## config.mk

```make
export PLATFORM = sky130hd
export DESIGN_NAME = led_pattern_gen_flat
export DESIGN_NICKNAME = d
export VERILOG_FILES = /design/src/rtl/led_pattern_gen_if.sv /design/src/rtl/led_pattern_gen.sv /design/src/flat_wrapper.sv
export SDC_FILE = /design/constraint.sdc
export NUM_CORES = 1
export LEC_CHECK = 0
export ABC_AREA = 1
export CELL_PAD_IN_SITES_DETAIL_PLACEMENT = 1
export CELL_PAD_IN_SITES_GLOBAL_PLACEMENT = 1
export CORE_ASPECT_RATIO = 2
export CORE_MARGIN = 4
export CORE_UTILIZATION = 30
export CTS_CLUSTER_DIAMETER = 100
export DETAILED_ROUTE_END_ITERATION = 8
export GPL_ROUTABILITY_DRIVEN = 0
export PLACE_DENSITY_LB_ADDON = 0.15
export SLEW_MARGIN = 20
export SYNTH_ARGS = -nofsm -noshare
export SYNTH_HDL_FRONTEND = slang
export SYNTH_SLANG_ARGS = --single-unit
```

## constraint.sdc

```tcl
create_clock -name clk -period 2.6 [get_ports clk]
set_input_delay 0.39 -clock clk [delete_from_list [all_inputs] [get_ports clk]]
set_output_delay 0.39 -clock clk [all_outputs]
set_load 0.02 [all_outputs]
```

## src/rtl/led_pattern_gen_if.sv

```systemverilog
// ============================================================================
// Module      : led_pattern_gen_if
// Description : Control/drive bundle for the LED pattern engine.
// Revision    : 1.0 - initial release
// ============================================================================
`default_nettype none

interface led_pattern_gen_if #(
    parameter int NUM_LEDS = 5
);
    logic                en;
    logic [1:0]          mode;
    logic [NUM_LEDS-1:0] pattern;
    logic [NUM_LEDS-1:0] led;
    logic                step;

    modport master (
        output en,
        output mode,
        output pattern,
        input  led,
        input  step
    );

    modport slave (
        input  en,
        input  mode,
        input  pattern,
        output led,
        output step
    );
endinterface

`default_nettype wire

```

## src/rtl/led_pattern_gen.sv

```systemverilog
// ============================================================================
// Module      : led_pattern_gen
// Description : N-channel LED engine with static, blink, chase and bounce modes.
// Revision    : 1.0 - initial release
// ============================================================================
`default_nettype none

module led_pattern_gen #(
    parameter int NUM_LEDS = 5,
    parameter int STEP_DIV = 3_000_000
) (
    input  wire logic         clk,
    input  wire logic         rst,
    led_pattern_gen_if.slave  bus
);
    localparam int                 c_CNT_W   = (STEP_DIV > 2) ? $clog2(STEP_DIV) : 1;
    localparam logic [c_CNT_W-1:0] c_CNT_MAX = c_CNT_W'(STEP_DIV - 1);
    localparam logic [NUM_LEDS-1:0] c_LED0   = {{(NUM_LEDS-1){1'b0}}, 1'b1};

    typedef enum logic [1:0] {
        MODE_STATIC = 2'd0,
        MODE_BLINK  = 2'd1,
        MODE_CHASE  = 2'd2,
        MODE_BOUNCE = 2'd3
    } mode_t;

    mode_t               r_mode_q;
    logic [c_CNT_W-1:0]  r_cnt;
    logic [NUM_LEDS-1:0] r_led;
    logic                r_dir;
    logic                r_phase;
    logic                r_step;

    logic                w_mode_chg;
    logic                w_tick;
    logic [NUM_LEDS-1:0] w_entry_led;

    assign w_mode_chg = (mode_t'(bus.mode) != r_mode_q);
    assign w_tick     = bus.en && (r_cnt == c_CNT_MAX);

    always_comb begin
        w_entry_led = '0;
        case (mode_t'(bus.mode))
            MODE_STATIC: w_entry_led = bus.pattern;
            MODE_BLINK:  w_entry_led = '0;
            MODE_CHASE:  w_entry_led = c_LED0;
            MODE_BOUNCE: w_entry_led = c_LED0;
        endcase
    end

    always_ff @(posedge clk) begin
        if (rst) begin
            r_mode_q <= MODE_STATIC;
            r_cnt    <= '0;
            r_led    <= '0;
            r_dir    <= 1'b0;
            r_phase  <= 1'b0;
            r_step   <= 1'b0;
        end else if (w_mode_chg) begin
            // Mode entry restarts the animation and suppresses any coincident tick
            r_mode_q <= mode_t'(bus.mode);
            r_cnt    <= '0;
            r_led    <= w_entry_led;
            r_dir    <= 1'b0;
            r_phase  <= 1'b0;
            r_step   <= 1'b0;
        end else begin
            if (bus.en) begin
                r_cnt <= (r_cnt == c_CNT_MAX) ? '0 : r_cnt + 1'b1;
            end
            r_step <= w_tick;

            case (r_mode_q)
                MODE_STATIC: r_led <= bus.pattern;
                MODE_BLINK: begin
                    if (w_tick) begin
                        r_phase <= ~r_phase;
                        r_led   <= {NUM_LEDS{~r_phase}};
                    end
                end
                MODE_CHASE: begin
                    if (w_tick) begin
                        r_led <= {r_led[NUM_LEDS-2:0], r_led[NUM_LEDS-1]};
                    end
                end
                MODE_BOUNCE: begin
                    if (w_tick) begin
                        // Endpoints reverse direction so each end is lit for one step only
                        if (!r_dir) begin
                            if (r_led[NUM_LEDS-1]) begin
                                r_led <= r_led >> 1;
                                r_dir <= 1'b1;
                            end else begin
                                r_led <= r_led << 1;
                            end
                        end else begin
                            if (r_led[0]) begin
                                r_led <= r_led << 1;
                                r_dir <= 1'b0;
                            end else begin
                                r_led <= r_led >> 1;
                            end
                        end
                    end
                end
            endcase
        end
    end

    assign bus.led  = r_led;
    assign bus.step = r_step;

endmodule

`default_nettype wire

```

## src/flat_wrapper.sv

```systemverilog
// flat-port wrapper written by rule: the top's interface ports become plain ports
module led_pattern_gen_flat 
#(
    parameter int NUM_LEDS = 5,
    parameter int STEP_DIV = 3_000_000
)
  (clk, rst, bus_en, bus_mode, bus_pattern, bus_led, bus_step);
  led_pattern_gen_if #(.NUM_LEDS(NUM_LEDS)) bus_i ();
  input  wire logic clk;
  input  wire logic rst;
  input wire logic [$bits(bus_i.en)-1:0] bus_en;
  input wire logic [$bits(bus_i.mode)-1:0] bus_mode;
  input wire logic [$bits(bus_i.pattern)-1:0] bus_pattern;
  output wire logic [$bits(bus_i.led)-1:0] bus_led;
  output wire logic [$bits(bus_i.step)-1:0] bus_step;
  assign bus_i.en = bus_en;
  assign bus_i.mode = bus_mode;
  assign bus_i.pattern = bus_pattern;
  assign bus_led = bus_i.led;
  assign bus_step = bus_i.step;
  led_pattern_gen #(.NUM_LEDS(NUM_LEDS), .STEP_DIV(STEP_DIV)) u_core (.clk(clk), .rst(rst), .bus(bus_i));
endmodule
```

==> flow_summary.toml <==
[status]
run_status = "complete, no violations"

[clock_tree]
cts_sinks = 32
clkTransAtPathRegs_ns = 0.05
cts_post_setup_buffers_inserted = 0
clock_latency_of_the_later_clocked_register_in_the_worst_skew_pair_ns = 0.28
numCtsBuffers = 5
clockRootBuffer = "sky130_fd_sc_hd__clkbuf_16"
tritoncts_clock_tree = "yes"
ctsLongestPathBuffers = 2
clock_tree.htree_level_count = 2
cts_hold_buf = 0
postCtsResizedCells = 0

[routing]
drt_first_pass_iters = 4
route.final.wire_length_um = 5687
initialDrtViolationCount = 46
remaining_drc_errors = 0
final_antenna_net_count = 0
dr_vias_cell = 4.942
wl_per_cell_um = 15.08
vias = 1863

[critical_path]
timing.critical_path.slowest_cell_delay_ns = 0.60
timing.critical_path.to_type = "flip-flop"
cp_slowest_cell = "sky130_fd_sc_hd__clkdlybuf4s50_1"
critical_path_cell_sequence = "clkdlybuf4s50_1, nand3_1, nor2_1, nand4_2, nor2_2, nand2_1, nand2_1, nand2_1, nor2_1"
cp_top_family = "simple AND/OR/NAND/NOR gates"
crit_path_buffers_inverters = 1
cp_data_required_time_ns = 2.82
criticalPathCategory = "input port to flip-flop"
crit_path_max_fanout = 7
timing.reg2reg.setup_slack_ns = 0.83
cp-start-kind = "input port"
timing.critical_path.mode_cell = "sky130_fd_sc_hd__nand2_1"
cp.arrival_ns = 2.11

[pwr]
power.density_cell_area_nw_per_um2 = 565.2
p_leak_nw = 0.8699
power.ir.vdd_worst_mv = 0.3581

[placed_design]
dp_slack_ns = 0.3873
port_buffers = 15
detailed_place_hpwl_um = 4647

[grt]
global_route.overflow_total = 0
first_pass_grt_wire_length_um = 9611
grt_start_max_net_pins = 11
grt_use_total_pct = 17.08
antenna_found_initial = 0
number_of_global_route_vias_before_repair = 2049

[synthesis]
yosysTopAreaCellShare_pct = 35.26
seq_area_frac_synth_pct = 35.26
yosys_register_bits = 32
synth.yosys.warnings = 0
synth_top_cells_by_area = "sky130_fd_sc_hd__dfxtp_1 35%, sky130_fd_sc_hd__nand2_1 16%, sky130_fd_sc_hd__nor2_1 14%, sky130_fd_sc_hd__inv_1 7.6%, sky130_fd_sc_hd__a21oi_1 3.6%"
mappedNetlistNets = 303
synth_area_leader_cell = "sky130_fd_sc_hd__dfxtp_1"
syn_avg_cell_area_um2 = 6.222
synth_cell_types = 26
post_synth_inst_count = 292
mappedNetlistArea_um2 = 1817

[run]
timing.max_cap.violations = 0

[floorplan]
fp-row-count = 39
fp.dieH_um = 118.1
die_outline_area_um2 = 7440
floorplan.initialDensity_pct = 31.29
core_area_um2 = 5807
die_width_um = 63.03
num_io_pins = 16

[sta]
layout_min_cycle_time_ns = 1.888
fmax_mhz = 529.8
finClkSkew_ns = 0.001714
post-route-period-util_pct = 72.60
endpoints_failing_setup = 0
timing.hold.ws_ns = 0.4824
slew_violations = 0
endpoints_failing_hold = 0
tns_ns = 0
timing_worst_slew_pin_value_ns = 0.4962
final.setup.worst_slack_ns = 0.7124
relSlewSlack_pct = 66.85
grt_setup_unrepaired = "false"

[cells_and_area]
share_of_final_layout_standard_cells_stronger_than_drive_strength_1_pct = 7.595
insertedDiodeCount = 0
final_net_count = 326
layout-area-overhead-vs-synth_pct = 21.21

[worst_hold_path]
classification_of_the_worst_slack_hold_path = "flip-flop to flip-flop"
worst paths after layout:
check | from | endpoint | cells past startpoint
setup / recovery | bus_en | u_core.r_cnt[16]$_SDFFE_PP0P_ | 9
hold / removal | u_core.r_cnt[20]$_SDFFE_PP0P_ | u_core.r_cnt[20]$_SDFFE_PP0P_ | 2
setup reg to reg | u_core.r_cnt[1]$_SDFFE_PP0P_ | u_core.r_cnt[16]$_SDFFE_PP0P_ | 9
hold reg to reg | u_core.r_cnt[20]$_SDFFE_PP0P_ | u_core.r_cnt[20]$_SDFFE_PP0P_ | 2
per-stage QoR:
step           cells  utilization [%]  cell area (µm²)  total power (W)
6_report         377            37.92             2202         0.001245
5_1_grt          377            37.92             2202         0.001313
4_1_cts          377            37.92             2202         0.001270
3_5_place_dp     369            35.36             2053        0.0006582
3_3_place_gp     369            35.36             2053        0.0006573
2_1_floorplan    292                -             1817        0.0005957
worst register-to-register path, delay by kind of cell, from the launching register on:
family        cells  cell delay, ns
flops             1            0.37
fa+ha+maj         1            0.25
simple gates      8            1.10
flip-flops by register name (all words and copies together), names as in the netlist:
signal,cells
u_core.r_cnt,22
u_core.bus.led,5
u_core.r_mode_q,2
u_core.bus.step,1
u_core.r_dir,1
u_core.r_phase,1
synth_stat cells (all sizes together):
| cell | instances |
|---|---|
| nand2 | 79 |
| nor2 | 71 |
| inv | 39 |
| dfxtp | 32 |
| nand3 | 14 |
| a21oi | 13 |
| o21ai | 12 |
| nand4 | 9 |
| nor3 | 8 |
| nor3b | 5 |
| xnor2 | 3 |
| o211ai | 2 |
| a211oi | 1 |
| clkbuf | 1 |
| ha | 1 |
| or2 | 1 |
| xor2 | 1 |
final cells by class:
type / count / area [µm²]
clock inverter: 2 / 10.01
multi-input combinational: 220 / 1025
sequential: 32 / 640.6
timing repair buffer: 17 / 165.2
fill: 782 / 3605
tap: 61 / 76.32
clock buffer: 6 / 138.9
inverter: 39 / 146.4
cell usage in the layout (no fill, tap or decap), types with 3 or more instances in the layout:
cell type | synthesis | final
sky130_fd_sc_hd__nand2_1 | 76 | 76
sky130_fd_sc_hd__nor3_1 | 7 | 7
sky130_fd_sc_hd__nand2_2 | 3 | 3
sky130_fd_sc_hd__nor3b_1 | 4 | 4
sky130_fd_sc_hd__a21oi_1 | 13 | 13
sky130_fd_sc_hd__o21ai_0 | 11 | 11
sky130_fd_sc_hd__nor2_1 | 68 | 68
sky130_fd_sc_hd__inv_1 | 37 | 37
sky130_fd_sc_hd__dfxtp_1 | 32 | 32
sky130_fd_sc_hd__clkbuf_16 | 0 | 5
sky130_fd_sc_hd__nand3_1 | 13 | 13
sky130_fd_sc_hd__nand4_1 | 8 | 8
sky130_fd_sc_hd__xnor2_1 | 3 | 3
sky130_fd_sc_hd__clkdlybuf4s50_1 | 0 | 15
where the power goes:
part | switching [W] | internal, W | leakage, nW
Sequential | 0.0000165 | 0.000501 | 0.259
Combinational | 0.0000770 | 0.0000511 | 0.534
Clock | 0.000222 | 0.000377 | 0.0766
routing by layer:
metal | vias to the layer above | part of all wire, % | GRT usage [%]
met1 | 857 | 32 | 13.29
met5 | - | 0 | 0
li1 | 965 | - | -
met3 | 14 | 1.8 | 2.865
met4 | 0 | 4.7 | 10.79
met2 | 27 | 61 | 35.74
kinds of logic (layout without fill, tap and decap cells):
group / after synthesis / count (layout) / synth area share [%]
flops: 32 / 32 / 35.26
buf+inv: 40 / 64 / 8.333
compound gates: 28 / 28 / 8.333
xor+xnor: 4 / 4 / 1.929
simple gates: 187 / 187 / 45.45
fa+ha+maj: 1 / 1 / 0.6886
Note: power is estimated with default switching activity, not from simulation.
